### src/rtl/fir_tdm_controller_if.sv
// fir_tdm_controller_if: sample, result, coefficient and status signals of the TDM FIR sequencer
interface fir_tdm_controller_if #(
   parameter int DATA_W = 16,
   parameter int COEF_W = 16,
   parameter int TAPS   = 8
);
   logic                      in_valid;
   logic                      in_ready;
   logic signed [DATA_W-1:0]  x;
   logic                      out_valid;
   logic                      out_ready;
   logic signed [DATA_W-1:0]  y;
   logic                      coef_we;
   logic [$clog2(TAPS)-1:0]   coef_addr;
   logic signed [COEF_W-1:0]  coef_data;
   logic                      coef_err;
   logic                      flush;
   logic                      busy;
   modport master (
      output in_valid, x, out_ready, coef_we, coef_addr, coef_data, flush,
      input  in_ready, out_valid, y, coef_err, busy
   );
   modport slave (
      input  in_valid, x, out_ready, coef_we, coef_addr, coef_data, flush,
      output in_ready, out_valid, y, coef_err, busy
   );
endinterface

### src/rtl/fir_tdm_controller.sv
// fir_tdm_controller: time-multiplexed FIR, one MAC per tap per cycle, saturated scaled output
module fir_tdm_controller #(
   parameter int DATA_W = 16,
   parameter int COEF_W = 16,
   parameter int TAPS   = 8,
   parameter int ACC_W  = 40,
   parameter int SHIFT  = 15
) (
   input logic clk,
   input logic reset,
   fir_tdm_controller_if.slave bus
);
   localparam int AW = $clog2(TAPS);
   localparam int PW = DATA_W + COEF_W;
   localparam logic [AW-1:0] KMAX = AW'(TAPS - 1);
   localparam logic signed [ACC_W-1:0] YMAX = {{(ACC_W-DATA_W+1){1'b0}}, {(DATA_W-1){1'b1}}};
   localparam logic signed [ACC_W-1:0] YMIN = ~YMAX;
   typedef enum logic [1:0] {IDLE, MAC, OUT} state_t;
   state_t state, state_nx;
   logic signed [DATA_W-1:0] smp [TAPS];
   logic signed [COEF_W-1:0] coef [TAPS];
   logic [AW-1:0] wr_ptr, base, k, rd;
   logic signed [PW-1:0] prod;
   logic signed [ACC_W-1:0] acc, acc_nx, shifted;
   logic signed [DATA_W-1:0] y_q, y_sat;
   logic coef_err_q;
   // next state: flush wins over a sample in IDLE, MAC runs exactly TAPS cycles, OUT waits for the handshake
   always_comb begin
      state_nx = state;
      if (state == IDLE) state_nx = bus.flush ? IDLE : bus.in_valid ? MAC : IDLE;
      else if (state == MAC) state_nx = (k == KMAX) ? OUT : MAC;
      else state_nx = bus.out_ready ? IDLE : OUT;
   end
   // one tap product, running sum, scaling and clamp of the sum that includes the current tap
   always_comb begin
      rd = base - k;
      prod = PW'(coef[k]) * PW'(smp[rd]);
      acc_nx = acc + ACC_W'(prod);
      shifted = acc_nx >>> SHIFT;
      y_sat = (shifted > YMAX) ? YMAX[DATA_W-1:0] : (shifted < YMIN) ? YMIN[DATA_W-1:0] : shifted[DATA_W-1:0];
   end
   // state, history buffer, coefficient file and accumulator; reset aborts any sample in flight
   always_ff @(posedge clk or negedge reset) begin
      if (!reset) begin
         state <= IDLE;
         wr_ptr <= '0;
         base <= '0;
         k <= '0;
         acc <= '0;
         y_q <= '0;
         coef_err_q <= 1'b0;
         for (int i = 0; i < TAPS; i++) begin
            smp[i] <= '0;
            coef[i] <= '0;
         end
      end else begin
         state <= state_nx;
         coef_err_q <= bus.coef_we && state != IDLE;
         if (state == IDLE && bus.coef_we) coef[bus.coef_addr] <= bus.coef_data;
         if (state == IDLE && bus.flush) begin
            for (int i = 0; i < TAPS; i++) smp[i] <= '0;
            wr_ptr <= '0;
         end else if (state == IDLE && bus.in_valid) begin
            smp[wr_ptr] <= bus.x;
            base <= wr_ptr;
            wr_ptr <= wr_ptr + AW'(1);
            acc <= '0;
            k <= '0;
         end
         if (state == MAC) begin
            acc <= acc_nx;
            k <= k + AW'(1);
            if (k == KMAX) y_q <= y_sat;
         end
      end
   end
   assign bus.in_ready = state == IDLE;
   assign bus.busy = state != IDLE;
   assign bus.out_valid = state == OUT;
   assign bus.y = y_q;
   assign bus.coef_err = coef_err_q;
endmodule

### src/flat_wrapper.sv
// flat-port wrapper written by rule: the top's interface ports become plain ports
module fir_tdm_controller_flat 
#(
   parameter int DATA_W = 16,
   parameter int COEF_W = 16,
   parameter int TAPS   = 8,
   parameter int ACC_W  = 40,
   parameter int SHIFT  = 15
)
  (clk, reset, bus_in_valid, bus_x, bus_out_ready, bus_coef_we, bus_coef_addr, bus_coef_data, bus_flush, bus_in_ready, bus_out_valid, bus_y, bus_coef_err, bus_busy);
  fir_tdm_controller_if #(.DATA_W(DATA_W), .COEF_W(COEF_W), .TAPS(TAPS)) bus_i ();
  input logic clk;
  input logic reset;
  input wire logic [$bits(bus_i.in_valid)-1:0] bus_in_valid;
  input wire logic [$bits(bus_i.x)-1:0] bus_x;
  input wire logic [$bits(bus_i.out_ready)-1:0] bus_out_ready;
  input wire logic [$bits(bus_i.coef_we)-1:0] bus_coef_we;
  input wire logic [$bits(bus_i.coef_addr)-1:0] bus_coef_addr;
  input wire logic [$bits(bus_i.coef_data)-1:0] bus_coef_data;
  input wire logic [$bits(bus_i.flush)-1:0] bus_flush;
  output wire logic [$bits(bus_i.in_ready)-1:0] bus_in_ready;
  output wire logic [$bits(bus_i.out_valid)-1:0] bus_out_valid;
  output wire logic [$bits(bus_i.y)-1:0] bus_y;
  output wire logic [$bits(bus_i.coef_err)-1:0] bus_coef_err;
  output wire logic [$bits(bus_i.busy)-1:0] bus_busy;
  assign bus_i.in_valid = bus_in_valid;
  assign bus_i.x = bus_x;
  assign bus_i.out_ready = bus_out_ready;
  assign bus_i.coef_we = bus_coef_we;
  assign bus_i.coef_addr = bus_coef_addr;
  assign bus_i.coef_data = bus_coef_data;
  assign bus_i.flush = bus_flush;
  assign bus_in_ready = bus_i.in_ready;
  assign bus_out_valid = bus_i.out_valid;
  assign bus_y = bus_i.y;
  assign bus_coef_err = bus_i.coef_err;
  assign bus_busy = bus_i.busy;
  fir_tdm_controller #(.DATA_W(DATA_W), .COEF_W(COEF_W), .TAPS(TAPS), .ACC_W(ACC_W), .SHIFT(SHIFT)) u_core (.clk(clk), .reset(reset), .bus(bus_i));
endmodule
### config.mk
export PLATFORM = sky130hd
export DESIGN_NAME = fir_tdm_controller_flat
export DESIGN_NICKNAME = d
export VERILOG_FILES = /design/src/rtl/fir_tdm_controller_if.sv /design/src/rtl/fir_tdm_controller.sv /design/src/flat_wrapper.sv
export SDC_FILE = /design/constraint.sdc
export NUM_CORES = 1
export LEC_CHECK = 0
export ABC_AREA = 1
export BUFFER_PORTS_ARGS = -buffer_cell sky130_fd_sc_hd__buf_4
export CAP_MARGIN = 20
export CORE_MARGIN = 10
export CORE_UTILIZATION = 40
export DETAILED_ROUTE_END_ITERATION = 16
export PLACE_DENSITY_LB_ADDON = 0.2
export SETUP_SLACK_MARGIN = 0.3
export SLEW_MARGIN = 20
export SYNTH_ARGS = -nofsm -noshare
export SYNTH_HDL_FRONTEND = slang
export SYNTH_SLANG_ARGS = --single-unit
### constraint.sdc
create_clock -name clk -period 13.8 [get_ports clk]
set_input_delay 1.38 -clock clk [delete_from_list [all_inputs] [get_ports clk]]
set_output_delay 1.38 -clock clk [all_outputs]
set_load 0.01 [all_outputs]
# Word-level counts from Yosys, hierarchy flattened

Index checks and enable logic that the tools add are counted.

Add/subtract/negate cells: 4
Multiply operators: 1
$lt $le $gt $ge: 8
Equal/unequal tests: 4
Multiplexer cells: 30
Bitwise operators: 5
Reductions and logical operators: 13

Operator list:

| operator                                                                          | count |
|---|---|
| 128-bit bitwise mux                                                               | 2 |
| 128-bit 2-to-1 mux                                                                | 2 |
| 16-bit 2-to-1 mux                                                                 | 8 |
| 40-bit 2-to-1 mux                                                                 | 3 |
| 16-bit binary-select mux with 3-bit select                                        | 2 |
| 16-bit demux with 3-bit select                                                    | 2 |
| 40-bit by 32-bit adder with 40-bit output                                         | 1 |
| 16-bit by 16-bit multiplier with 32-bit output                                    | 1 |
| 25-bit by 16-bit greater-than comparator with 1-bit output, second input constant | 1 |
| 25-bit by 16-bit < comparator with 1-bit output, second input constant            | 1 |
| 4-bit greater-or-equal comparator, second input constant                          | 4 |
| 3-bit inverter with 4-bit output                                                  | 4 |
| 3-bit 2-to-1 mux                                                                  | 5 |
| 2-bit 2-to-1 mux                                                                  | 5 |
| 4-bit by 1-bit < comparator with 1-bit output, second input constant              | 2 |
| 3-bit by 1-bit adder with 3-bit output, second input constant                     | 2 |
| 1-bit logical AND                                                                 | 6 |
| 2-bit AND reduction                                                               | 3 |
| 2-bit nonzero test                                                                | 3 |
| 3-bit equality test, second input constant                                        | 1 |
| 3-bit subtractor                                                                  | 1 |
| 2-bit by 1-bit equality test with 1-bit output, second input constant             | 1 |
| 2-bit equality test, second input constant                                        | 1 |
| 2-bit zero test                                                                   | 1 |
| 3 further kinds                                                                   | 3 |

Flip-flop bits (word level): 324
Bits of input ports: 41
Output and inout port bits: 20
Logic and storage cells: 88

# Depth between registers and ports, before layout

Gate-level depths: netlist of the first run.

Depth in word-level cells: 10
Depth in mapped cells: 44
Gate-level depth less buffers: 41

# Least setup slack after synthesis of the first run

Ideal clock, no wire load.

Path type: register -> register
From: register u_core.k[1]
To: register u_core.y_q[10] (netlist: u_core.bus.y[10])
Library setup time: 0.121 ns
Data arrival time: 7.832 ns
Data required time: 13.679 ns
Path slack: 5.848 ns
Cell stages (with the launch flop): 37
Path buffers: 4
Clock period less this slack: 7.952 ns
Path through: dfrtp_1 -> buf_2 -> inv_1 -> clkbuf_1 -> fa_1 -> inv_1 -> clkbuf_1 -> a21oi_1 -> o21ai_0 -> o21ai_0 -> nand2_1 -> nand2_1 -> nor2_1 -> fa_1 -> fa_1 -> inv_1 -> fa_1 -> inv_1 -> fa_1 -> inv_1 -> fa_1 -> fa_1 -> inv_1 -> ha_1 -> nand2_1 -> inv_1 -> a21oi_1 -> o21ai_0 -> a21oi_1 -> nand2_1 -> nand2_1 -> nand2_1 -> nor2_1 -> nand4_1 -> a21oi_4 -> buf_6 -> a21oi_2

Cells in the longest elaborated chain, start to end: 10
Elaborated cells on any way between the ends: 17
Those cells by class: add/sub: 2; mul: 1; order compare: 2; eq/ne: 1; mux: 8; bitwise: 2; reduce/logical: 1

Ends and longest elaborated chain:

| what                                                   | RTL line                 | source |
|---|---|---|
| from (decl)                                            | fir_tdm_controller.sv:22 | `logic [AW-1:0] wr_ptr, base, k, rd;` |
| from (signal assigned)                                 | fir_tdm_controller.sv:72 | `k <= k + AW'(1);` |
| 3-bit subtractor                                       | fir_tdm_controller.sv:36 | `rd = base - k;` |
| 3-bit inverter with 4-bit output (implied by the code) | fir_tdm_controller.sv:37 | `prod = PW'(coef[k]) * PW'(smp[rd]);` |
| 16-bit binary-select mux with 3-bit select             | fir_tdm_controller.sv:37 |  |
| 16-bit 2-to-1 mux (implied by the code) (2 in a row)   | fir_tdm_controller.sv:37 |  |
| 16-bit by 16-bit multiplier with 32-bit output         | fir_tdm_controller.sv:37 |  |
| 40-bit by 32-bit adder with 40-bit output              | fir_tdm_controller.sv:38 | `acc_nx = acc + ACC_W'(prod);` |
| 25-bit by 16-bit < comparator with 1-bit output        | fir_tdm_controller.sv:40 | `y_sat = (shifted > YMAX) ? YMAX[DATA_W-1:0] : (shifted < YMIN) ? YMIN[DATA_W-1:0] : shifted[DATA_W-1:0];` |
| 16-bit 2-to-1 mux (2 in a row)                         | fir_tdm_controller.sv:40 |  |
| to (signal assigned)                                   | fir_tdm_controller.sv:73 | `if (k == KMAX) y_q <= y_sat;` |
| to (decl)                                              | fir_tdm_controller.sv:25 | `logic signed [DATA_W-1:0] y_q, y_sat;` |

Parallel ways exist; a longest one is shown, timed or not. The select of a mux whose other input is x is not followed.
A chain may end at the register's enable or synchronous reset.

# Worst setup path in the final report of the first run

From: register u_core.k[0]
To: register u_core.y_q[3] (netlist: u_core.bus.y[3])

Same word-level chain as after synthesis.

==> results of run 1 <==
-- through the flow --
step           std cells  util (%)
2_1_floorplan       3419         -
3_3_place_gp        4315      42.4
3_5_place_dp        4315      42.4
4_1_cts             4388      44.4
5_1_grt             4388      44.4
6_report            4388      44.4
-- kinds of logic after synthesis --
family                     share of synthesized area (%)
buffers and inverters                               11.4
xor gates and xnor gates                            1.12
AOI/OAI and AO/OA                                   10.8
adders and majority gates                           29.3
DFF                                                 29.3
and+or+nand+nor                                     18.0
-- routing by layer --
layer / vias up / routed length (µm) / global-route usage, %
met3: 122 / 4240 / 2.83
met4: 0 / 2290 / 5.90
met5: - / 0 / 0
li1: 10500 / - / -
met2: 577 / 35400 / 31.2
met1: 10700 / 36900 / 28.0
-- state kept, by name (all words and copies together) (netlist names) --
register and count:
u_core.acc 40, u_core.base 3, u_core.bus.coef_err 1, u_core.bus.y 16, u_core.coef 128, u_core.k 3, u_core.smp 128, u_core.state 2
u_core.wr_ptr 3
-- critical path: cells and delay by family, from the launching register on --
| family | cells | cell delay [ns] |
|---|---|---|
| simple gates | 12 | 1.80 |
| compound gates | 5 | 1.10 |
| flops | 1 | 0.34 |
| fa+ha+maj | 9 | 4.69 |
| buf+inv | 9 | 2.10 |
-- final cells by class --
| cell class | count | area, µm² |
|---|---|---|
| fill | 6923 | 38100 |
| multi-input combinational | 2266 | 16400 |
| sequential | 324 | 8110 |
| inverter | 695 | 2610 |
| tap | 931 | 1160 |
| clock buffer | 57 | 1150 |
| timing repair buffer | 99 | 763 |
| clock inverter | 16 | 260 |
-- cells in the final DEF, fill, tap and decap left out, types with 97 or more instances in the layout --
cell     Yosys  final
o21ai_0    341    341
a21oi_1    135    135
inv_1      680    678
nand3_1    168    168
nor2_1     250    250
nand2_1    730    729
fa_1       331    331
dfrtp_1    324    323
buf_4        0     97
ha_1       119    118
-- how the worst max path moves through the flow --
stage | from | to | slack (ns) | depth (start not counted)
detailed placement | u_core.k[0]$_DFFE_PN0P_ | u_core.bus.y[0]$_DFFE_PN0P_ | 3.65 | 36
CTS | u_core.k[0]$_DFFE_PN0P_ | u_core.bus.y[3]$_DFFE_PN0P_ | 3.60 | 36
finish | u_core.k[0]$_DFFE_PN0P_ | u_core.bus.y[3]$_DFFE_PN0P_ | 3.56 | 35
floorplan | u_core.k[1]$_DFFE_PN0P_ | u_core.bus.y[10]$_DFFE_PN0P_ | 5.85 | 36
global placement | u_core.k[0]$_DFFE_PN0P_ | u_core.bus.y[14]$_DFFE_PN0P_ | 3.80 | 37
global route | u_core.k[0]$_DFFE_PN0P_ | u_core.bus.y[1]$_DFFE_PN0P_ | 2.83 | 38
==> reports/results.tsv, run 1 <==
metric	value	unit
status	completed	
layout_min_cycle_time	10.24	ns
ys_async_sr_fraction	100	%
cts_setup_buffers	0	
grt_pass1_wl	128000	µm
reg2reg_from	u_core.k[0]$_DFFE_PN0P_	
vias	21900	
cts_buffers	41	
drive_gt1_share	6.33	%
portBuffers	60	
worstSkewPairLatency	0.60	ns
viasPerCell	4.99	
dp.final_hpwl	58500	µm
fin_hold_ws	0.484	ns
synth_nets	3910	
required	14.23	ns
cts_root_buf	clkbuf_16	
cts_tree	done	
start_util	40.3	%
rows	96	
core_area	0.0686	mm²
ys_ff_latch	324	
synthCells	3419	
syn_avg_cell_area	8.09	µm²
ys_types	39	
seq_area_frac_synth	29.3	%
rr_worst_depth	35	
finalSetupViolations	0	
path_max_fanout	68	
grt_max_degree	155	
min-delay-start	u_core.coef[111]$_DFFE_PN0P_	
synth-edff-count	0	
r2r_end	u_core.bus.y[3]$_DFFE_PN0P_	
rrSetupSlack	3.56	ns
startpoint_type	register	
tns	0	ns
synth_top_area_share	29.3	%
grt_pass1_vias	22300	
synth_ff_type	dfrtp_1	
rsz0062_at_grt	no	
clk_path_buf_depth	3	
dieHeight	283	µm
wl	78900	µm
fin_area	0.0305	mm²
netlist_area	0.0277	mm²
finalCritPeriodShare	74.2	%
first_pass_iters	5	
fin_nets	3918	
die_area	0.0801	mm²
die_w	283	µm
tightest_slew	1.02	ns
drc	0	
crit_path_frequent_cell	fa_1	
yosysMostFrequentCell	nand2_1	
drv_slew	0	
antenna_found_initial	0	
finalHoldViolations	0	
setup_ws	3.56	ns
area_growth	10.2	%
skew	0.0492	ns
synth_top_area_cell	dfrtp_1	
yosysWarningCount	0	
grt_usage	19.8	%
criticalPathCategory	register to register	
pin_count	61	
clock.fmax	0.0977	GHz
max_slew_margin	31.7	%
clk_pin_slew	0.06	ns
holdPathEnd	u_core.coef[111]$_DFFE_PN0P_	
crit_path_top_delay_cell	fa_1	
synth.top_cells.by_count	nand2_1, inv_1, o21ai_0	
ant_nets	0	
ctsResizeCount	0	
slowest_delay	0.71	ns
grt_overflow	0	
drt-initial-drc-count	1674	
cts_sinks	324	
end_kind	register	
wire_per_inst	18.0	µm
hold_buffers	0	
dpl_cell_area	0.0291	mm²
place_ws	3.65	ns
arrival	10.67	ns
diodes	0	
htree_num_levels	2	
finalWeightedCongestion	0.900	
drv_cap	0	
synthTopCellsByArea	dfrtp_1, fa_1, nand2_1	
whs_path_depth	2	
hp-class	register to register	
Power of run 1 is left out: the tool's default activity adds up to more than one toggle a clock period on the data nets, which glitch-free logic cannot reach.
==> inputs of run 2 (changes only) <==
==> constraint.sdc (replaced) <==
create_clock -name clk -period 9.81 [get_ports clk]
set_input_delay 0.981 -clock clk [delete_from_list [all_inputs] [get_ports clk]]
set_output_delay 0.981 -clock clk [all_outputs]
set_load 0.01 [all_outputs]
==> run 2 against run 1 <==
Sequential share of layout area down 0.062 points. Die area is the same. Utilization grew 0.10 points. Clock-buffer cell count down 1. Flip-flop and latch count unchanged. Design area grew 0.23%. First-iteration DRC count increased by 6.0%. Global-route usage grew 0.59 points. Register-to-register slack worse by 2.6 ns.
==> reports/results.tsv, run 2 (same netlist as run 1, synthesis figures left out) <==
metric	value	unit	change
status	completed		unchanged
cts_tree	done		unchanged
start_util	40.3	%	unchanged
cts_root_buf	clkbuf_16		unchanged
hp-class	input pin to asynchronous set/reset pin		was register to register
diodes	0		unchanged
clk_pin_slew	0.06	ns	about the same
grt_pass1_vias	22500		was 22,300
slowest_delay	0.59	ns	was 0.71 ns
finalHoldViolations	0		unchanged
finalSetupViolations	0		unchanged
grt_pass1_wl	130000	µm	was 128,000 µm
rsz0062_at_grt	no		unchanged
finalCritPeriodShare	89.9	%	was 74.2%
core_area	0.0686	mm²	unchanged
die_w	283	µm	unchanged
ctsResizeCount	0		unchanged
clk_path_buf_depth	3		unchanged
layout_commonest_cell	nand2_1		unchanged
cts_sinks	324		unchanged
vias	22200		was 21,900
setup_ws	0.990	ns	was 3.56 ns
pin_count	61		unchanged
startpoint_type	register		unchanged
fin_nets	3940		was 3,918
cts_buffers	40		was 41
grt_usage	20.4	%	was 19.8%
viasPerCell	5.03		was 4.99
arrival	9.33	ns	was 10.67 ns
crit_path_top_delay_cell	fa_1		unchanged
drc	0		unchanged
tns	0	ns	unchanged
drv_slew	0		unchanged
max_slew_margin	36.8	%	was 31.7%
grt_max_degree	95		was 155
dieHeight	283	µm	unchanged
dp.final_hpwl	59500	µm	was 58,500 µm
critPathTopFamily	adder cells		unchanged
drive_gt1_share	6.93	%	was 6.33%
htree_num_levels	2		unchanged
antenna_found_initial	1		was 0
tightest_slew	0.948	ns	was 1.02 ns
drt-initial-drc-count	1774		was 1,674
wire_per_inst	18.2	µm	was 18.0 µm
die_area	0.0801	mm²	unchanged
layout_min_cycle_time	8.82	ns	was 10.24 ns
crit_path_frequent_cell	nand2_1		was fa_1
first_pass_iters	6		was 5
fillers	6902		was 6,923
drv_cap	0		unchanged
wl	80400	µm	was 78,900 µm
path_buf_inv	8		was 9
rows	96		unchanged
reg.largest.list	u_core.coef x128, u_core.smp x128, u_core.acc x40		unchanged
final_cell_mix	nand2_1, inv_1, o21ai_0		unchanged
area_growth	10.5	%	was 10.2%
skew	0.0232	ns	was 0.0492 ns
place_ws	0.933	ns	was 3.65 ns
worstSkewPairLatency	0.59	ns	was 0.60 ns
finalWeightedCongestion	0.945		was 0.900
criticalPathCategory	register to register		unchanged
path_max_fanout	67		was 68
grt_overflow	0		unchanged
ant_nets	0		unchanged
end_kind	register		unchanged
portBuffers	60		unchanged
required	10.32	ns	was 14.23 ns
clock.fmax	0.113	GHz	was 0.0977 GHz
## run 2: changes by cell type in the layout (fill, tap and decap cells not counted), sizes merged
cell      before  now
clkbuf        57   56
clkinv        20   21
buf           99  122
inv          685  684
clkinvlp       2    3
bufinv         4    1
## run 2: routing by layer
layer	vias up	track usage, %	share of wire, %
met4	0	5.01	2.3
met1	10900	28.5	46
met3	107	3.96	6.9
met5	-	0	0
li1	10600	-	-
met2	615	32.1	45
## run 2: layout make-up
class                   instances  area, µm²  share of cell area (%)
multi-input cells            2266      16400                    53.8
clock inverters                14        164                   0.537
inverters                     695       2610                    8.55
clock buffers                  56       1140                    3.74
flip-flops and latches        324       8110                    26.5
repair buffers                122        936                    3.06
well taps                     931       1160                    3.81
## run 2: repair_timing
action,in CTS,in global routing
setup endpoints to repair,0,15
hold buffers,0,0
setup buffers,0,1
## run 2: worst paths after layout
check | startpoint | endpoint | slack (ns) | cells after the start
max | u_core.k[0]$_DFFE_PN0P_ | u_core.bus.y[14]$_DFFE_PN0P_ | 0.99 | 34
min | reset | u_core.smp[74]$_DFFE_PN0P_ | 0.38 | 1
max reg2reg | u_core.k[0]$_DFFE_PN0P_ | u_core.bus.y[14]$_DFFE_PN0P_ | 0.99 | 34
min reg2reg | u_core.coef[95]$_DFFE_PN0P_ | u_core.coef[95]$_DFFE_PN0P_ | 0.48 | 2
max in group asynchronous | reset | u_core.k[0]$_DFFE_PN0P_ | 7.08 | 3
min in group clk | u_core.coef[95]$_DFFE_PN0P_ | u_core.coef[95]$_DFFE_PN0P_ | 0.48 | 2
## run 2: worst register-to-register path, delay by kind of cell (launching register included)
family	cells	cell delay, ns
buffers and inverters	8	1.80
and+or+nand+nor	15	2.39
DFF	1	0.39
AOI/OAI and AO/OA	4	0.78
adders and majority gates	7	3.38
## run 2: through the flow
| step | hold slack, ns | util [%] | area [µm²] | instances |
|---|---|---|---|---|
| detailed placement | 0.468 | 42.6 | 29200 | 4337 |
| global route | 0.406 | 44.5 | 30600 | 4408 |
| finish | 0.377 | 44.5 | 30600 | 4408 |
| global placement | 0.463 | 42.6 | 29200 | 4337 |
| floorplan | 0.448 | - | 27700 | 3419 |
| CTS | 0.383 | 44.5 | 30500 | 4407 |
Power of run 2 is left out for the same reason.
==> inputs of run 3 (changes only) <==
--- a/config.mk
+++ b/config.mk
@@ -5,7 +5,6 @@
 export SDC_FILE = /design/constraint.sdc
 export NUM_CORES = 1
 export LEC_CHECK = 0
-export ABC_AREA = 1
 export BUFFER_PORTS_ARGS = -buffer_cell sky130_fd_sc_hd__buf_4
 export CAP_MARGIN = 20
 export CORE_MARGIN = 10
==> run 3 against run 2 <==
Maximum frequency down 3.6%. Area after synthesis down 2.6%. Hold slack better by 0.0013 ns. Global-route usage shrank 2.4 points. Via count down 18%. Design area decreased by 2.1%. Utilization is 0.15 points higher. Routed wire length decreased by 14%. Flip-flop and latch count unchanged. Register-to-register slack lost 0.33 ns. Clock skew grew 0.022 ns. Critical endpoint unchanged. Largest cell class unchanged. Highest routed layer is now met5.
==> reports/results.tsv, run 3 <==
metric	value	unit	change
status	completed		unchanged
cts_tree	done		unchanged
pin_count	61		unchanged
synthSimpleGateAreaFrac	9.88	%	was 18.0%
ys_ff_latch	324		unchanged
clk_path_buf_depth	3		unchanged
diodes	0		unchanged
synthCells	2511		was 3,419
synth-edff-count	0		unchanged
layout_commonest_cell	inv_1		was nand2_1
finalWeightedCongestion	0.890		was 0.945
ys_async_sr_fraction	100	%	unchanged
drv_cap	0		unchanged
drv_slew	0		unchanged
drt-initial-drc-count	919		was 1,774
drive_gt1_share	17.7	%	was 6.93%
clk_pin_slew	0.06	ns	about the same
required	10.23	ns	was 10.32 ns
syn_avg_cell_area	10.7	µm²	was 8.09 µm²
ff_latch_area	0.00811	mm²	about the same
ys_types	74		was 39
tightest_slew	1.09	ns	was 0.948 ns
arrival	9.57	ns	was 9.33 ns
dieHeight	279	µm	was 283 µm
antenna_found_initial	2		was 1
hold_buffers	0		unchanged
finalSetupViolations	0		unchanged
finalHoldViolations	0		unchanged
netlist_area	0.0269	mm²	was 0.0277 mm²
crit_start	u_core.base[0]$_DFFE_PN0P_		was u_core.k[0]$_DFFE_PN0P_
tns	0	ns	unchanged
clock.fmax	0.109	GHz	was 0.113 GHz
rrSetupSlack	0.66	ns	was 0.99 ns
fin_nets	3044		was 3,940
yosysWarningCount	0		unchanged
path_max_fanout	15		was 67
max_slew_margin	27.6	%	was 36.8%
dp.final_hpwl	51900	µm	was 59,500 µm
crit_path_frequent_cell	inv_1		was nand2_1
finalCritPeriodShare	93.3	%	was 89.9%
synth_top_area_share	30.1	%	was 29.3%
end_kind	register		unchanged
layout_min_cycle_time	9.15	ns	was 8.82 ns
criticalPathCategory	register to register		unchanged
slowest_delay	0.65	ns	was 0.59 ns
area_growth	11.1	%	was 10.5%
die_w	279	µm	was 283 µm
cts_root_buf	clkbuf_16		unchanged
htree_num_levels	2		unchanged
first_pass_iters	5		was 6
fillers	6238		was 6,902
grt_max_degree	189		was 95
reg2reg_from	u_core.base[0]$_DFFE_PN0P_		was u_core.k[0]$_DFFE_PN0P_
wl	69300	µm	was 80,400 µm
skew	0.0448	ns	was 0.0232 ns
hp-class	input pin to asynchronous set/reset pin		unchanged
grt_pass1_vias	19600		was 22,500
cts_sinks	324		unchanged
r2r_end	u_core.bus.y[14]$_DFFE_PN0P_		unchanged
wire_per_inst	20.1	µm	was 18.2 µm
synthXorXnorAreaFrac	1.51	%	was 1.12%
synth.top_cells.by_count	inv_1, fa_1, dfrtp_1		was nand2_1, inv_1, o21ai_0
yosysMostFrequentCell	inv_1		was nand2_1
cts_buffers	39		was 40
crit_path_top_delay_cell	fa_1		unchanged
reg.largest.list	u_core.coef x128, u_core.smp x128, u_core.acc x40		unchanged
final_cell_mix	inv_1, fa_1, dfrtp_1		was nand2_1, inv_1, o21ai_0
grt_pass1_wl	112000	µm	was 130,000 µm
ant_nets	0		unchanged
seq_area_frac_synth	30.1	%	was 29.3%
synth_top_area_cell	dfrtp_1		unchanged
synth_compound_area_share	7.09	%	was 10.8%
viasPerCell	5.27		was 5.03
synthTopCellsByArea	dfrtp_1, fa_1, mux2_2		was dfrtp_1, fa_1, nand2_1
grt_overflow	0		unchanged
die_area	0.0781	mm²	was 0.0801 mm²
core_area	0.0669	mm²	was 0.0686 mm²
crit_path_end	u_core.bus.y[14]$_DFFE_PN0P_		unchanged
worstSkewPairLatency	0.59	ns	about the same
drc	0		unchanged
start_util	40.2	%	was 40.3%
synth_nets	3002		was 3,910
vias	18200		was 22,200
synth_top_family_by_area	adder cells		unchanged
multiInputGateArea	0.0169	mm²	was 0.0164 mm²
rows	95		was 96
synth_adder_area_share	30.1	%	was 29.3%
synth_ff_type	dfrtp_1		unchanged
grt_usage	18.1	%	was 20.4%
rr_worst_depth	32		was 34
portBuffers	60		unchanged
synth.mux.area_fraction	13.9	%	was 0%
startpoint_type	register		unchanged
rsz0062_at_grt	no		unchanged
[run 3: metrics by stage]
step / hold slack [ns] / setup WS (ns) / cell area (µm²) / instances / util [%]
finish: 0.379 / 0.657 / 29900 / 3456 / 44.7
detailed placement: 0.479 / 0.212 / 28400 / 3381 / 42.5
floorplan: 0.435 / 0.336 / 26900 / 2511 / -
global route: 0.403 / 0.268 / 29900 / 3456 / 44.7
global placement: 0.452 / 0.358 / 28400 / 3381 / 42.5
CTS: 0.385 / 0.436 / 29800 / 3454 / 44.6
[run 3: final cells by class]
type	instances	area share, %
clock buffers	56	3.78
clock inverters	15	0.795
inverters	405	5.08
multi-input cells	1665	56.4
flip-flops and latches	324	27.1
well taps	873	3.65
repair buffers	118	3.15
[run 3: critical path, delay by kind of cell, from the launching register on]
kind,cells,cell delay (ns)
muxes,2,0.67
AOI/OAI and AO/OA,3,0.63
xor gates and xnor gates,3,0.70
adders and majority gates,9,4.41
DFF,1,0.36
buffers and inverters,9,1.09
and+or+nand+nor,6,1.10
[run 3: per-layer routing]
| metal | GRT usage [%] | wire length, µm | vias up |
|---|---|---|---|
| li1 | - | - | 8271 |
| met1 | 25.2 | 32100 | 9444 |
| met2 | 29.6 | 32500 | 401 |
| met3 | 2.46 | 3250 | 87 |
| met4 | 4.09 | 1400 | 2 |
| met5 | 0 | 13 | - |
[run 3: kinds of logic after synthesis]
family / Yosys count
and+or+nand+nor: 592
buffers and inverters: 522
adders and majority gates: 450
DFF: 324
AOI/OAI and AO/OA: 307
muxes: 272
xor gates and xnor gates: 44
[run 3: worst min-delay path by stage]
stage | startpoint | to | slack (ns) | cells after the start
floorplan | u_core.state[1]$_DFF_PN0_ | u_core.state[0]$_DFF_PN0_ | 0.43 | 1
global placement | u_core.state[1]$_DFF_PN0_ | u_core.state[0]$_DFF_PN0_ | 0.45 | 1
detailed placement | u_core.state[1]$_DFF_PN0_ | u_core.state[0]$_DFF_PN0_ | 0.48 | 1
CTS | reset | u_core.smp[64]$_DFFE_PN0P_ | 0.39 | 1
global route | reset | u_core.smp[27]$_DFFE_PN0P_ | 0.40 | 1
finish | reset | u_core.smp[101]$_DFFE_PN0P_ | 0.38 | 1
[run 3: what timing repair did]
action                                  in CTS  in global routing
buffers inserted                             2                  1
pin swaps                                    1                  1
gates resized for setup                      1                 10
hold endpoints to repair                     0                  0
endpoints found under the setup margin      15                 15
Power of run 3 is left out for the same reason.
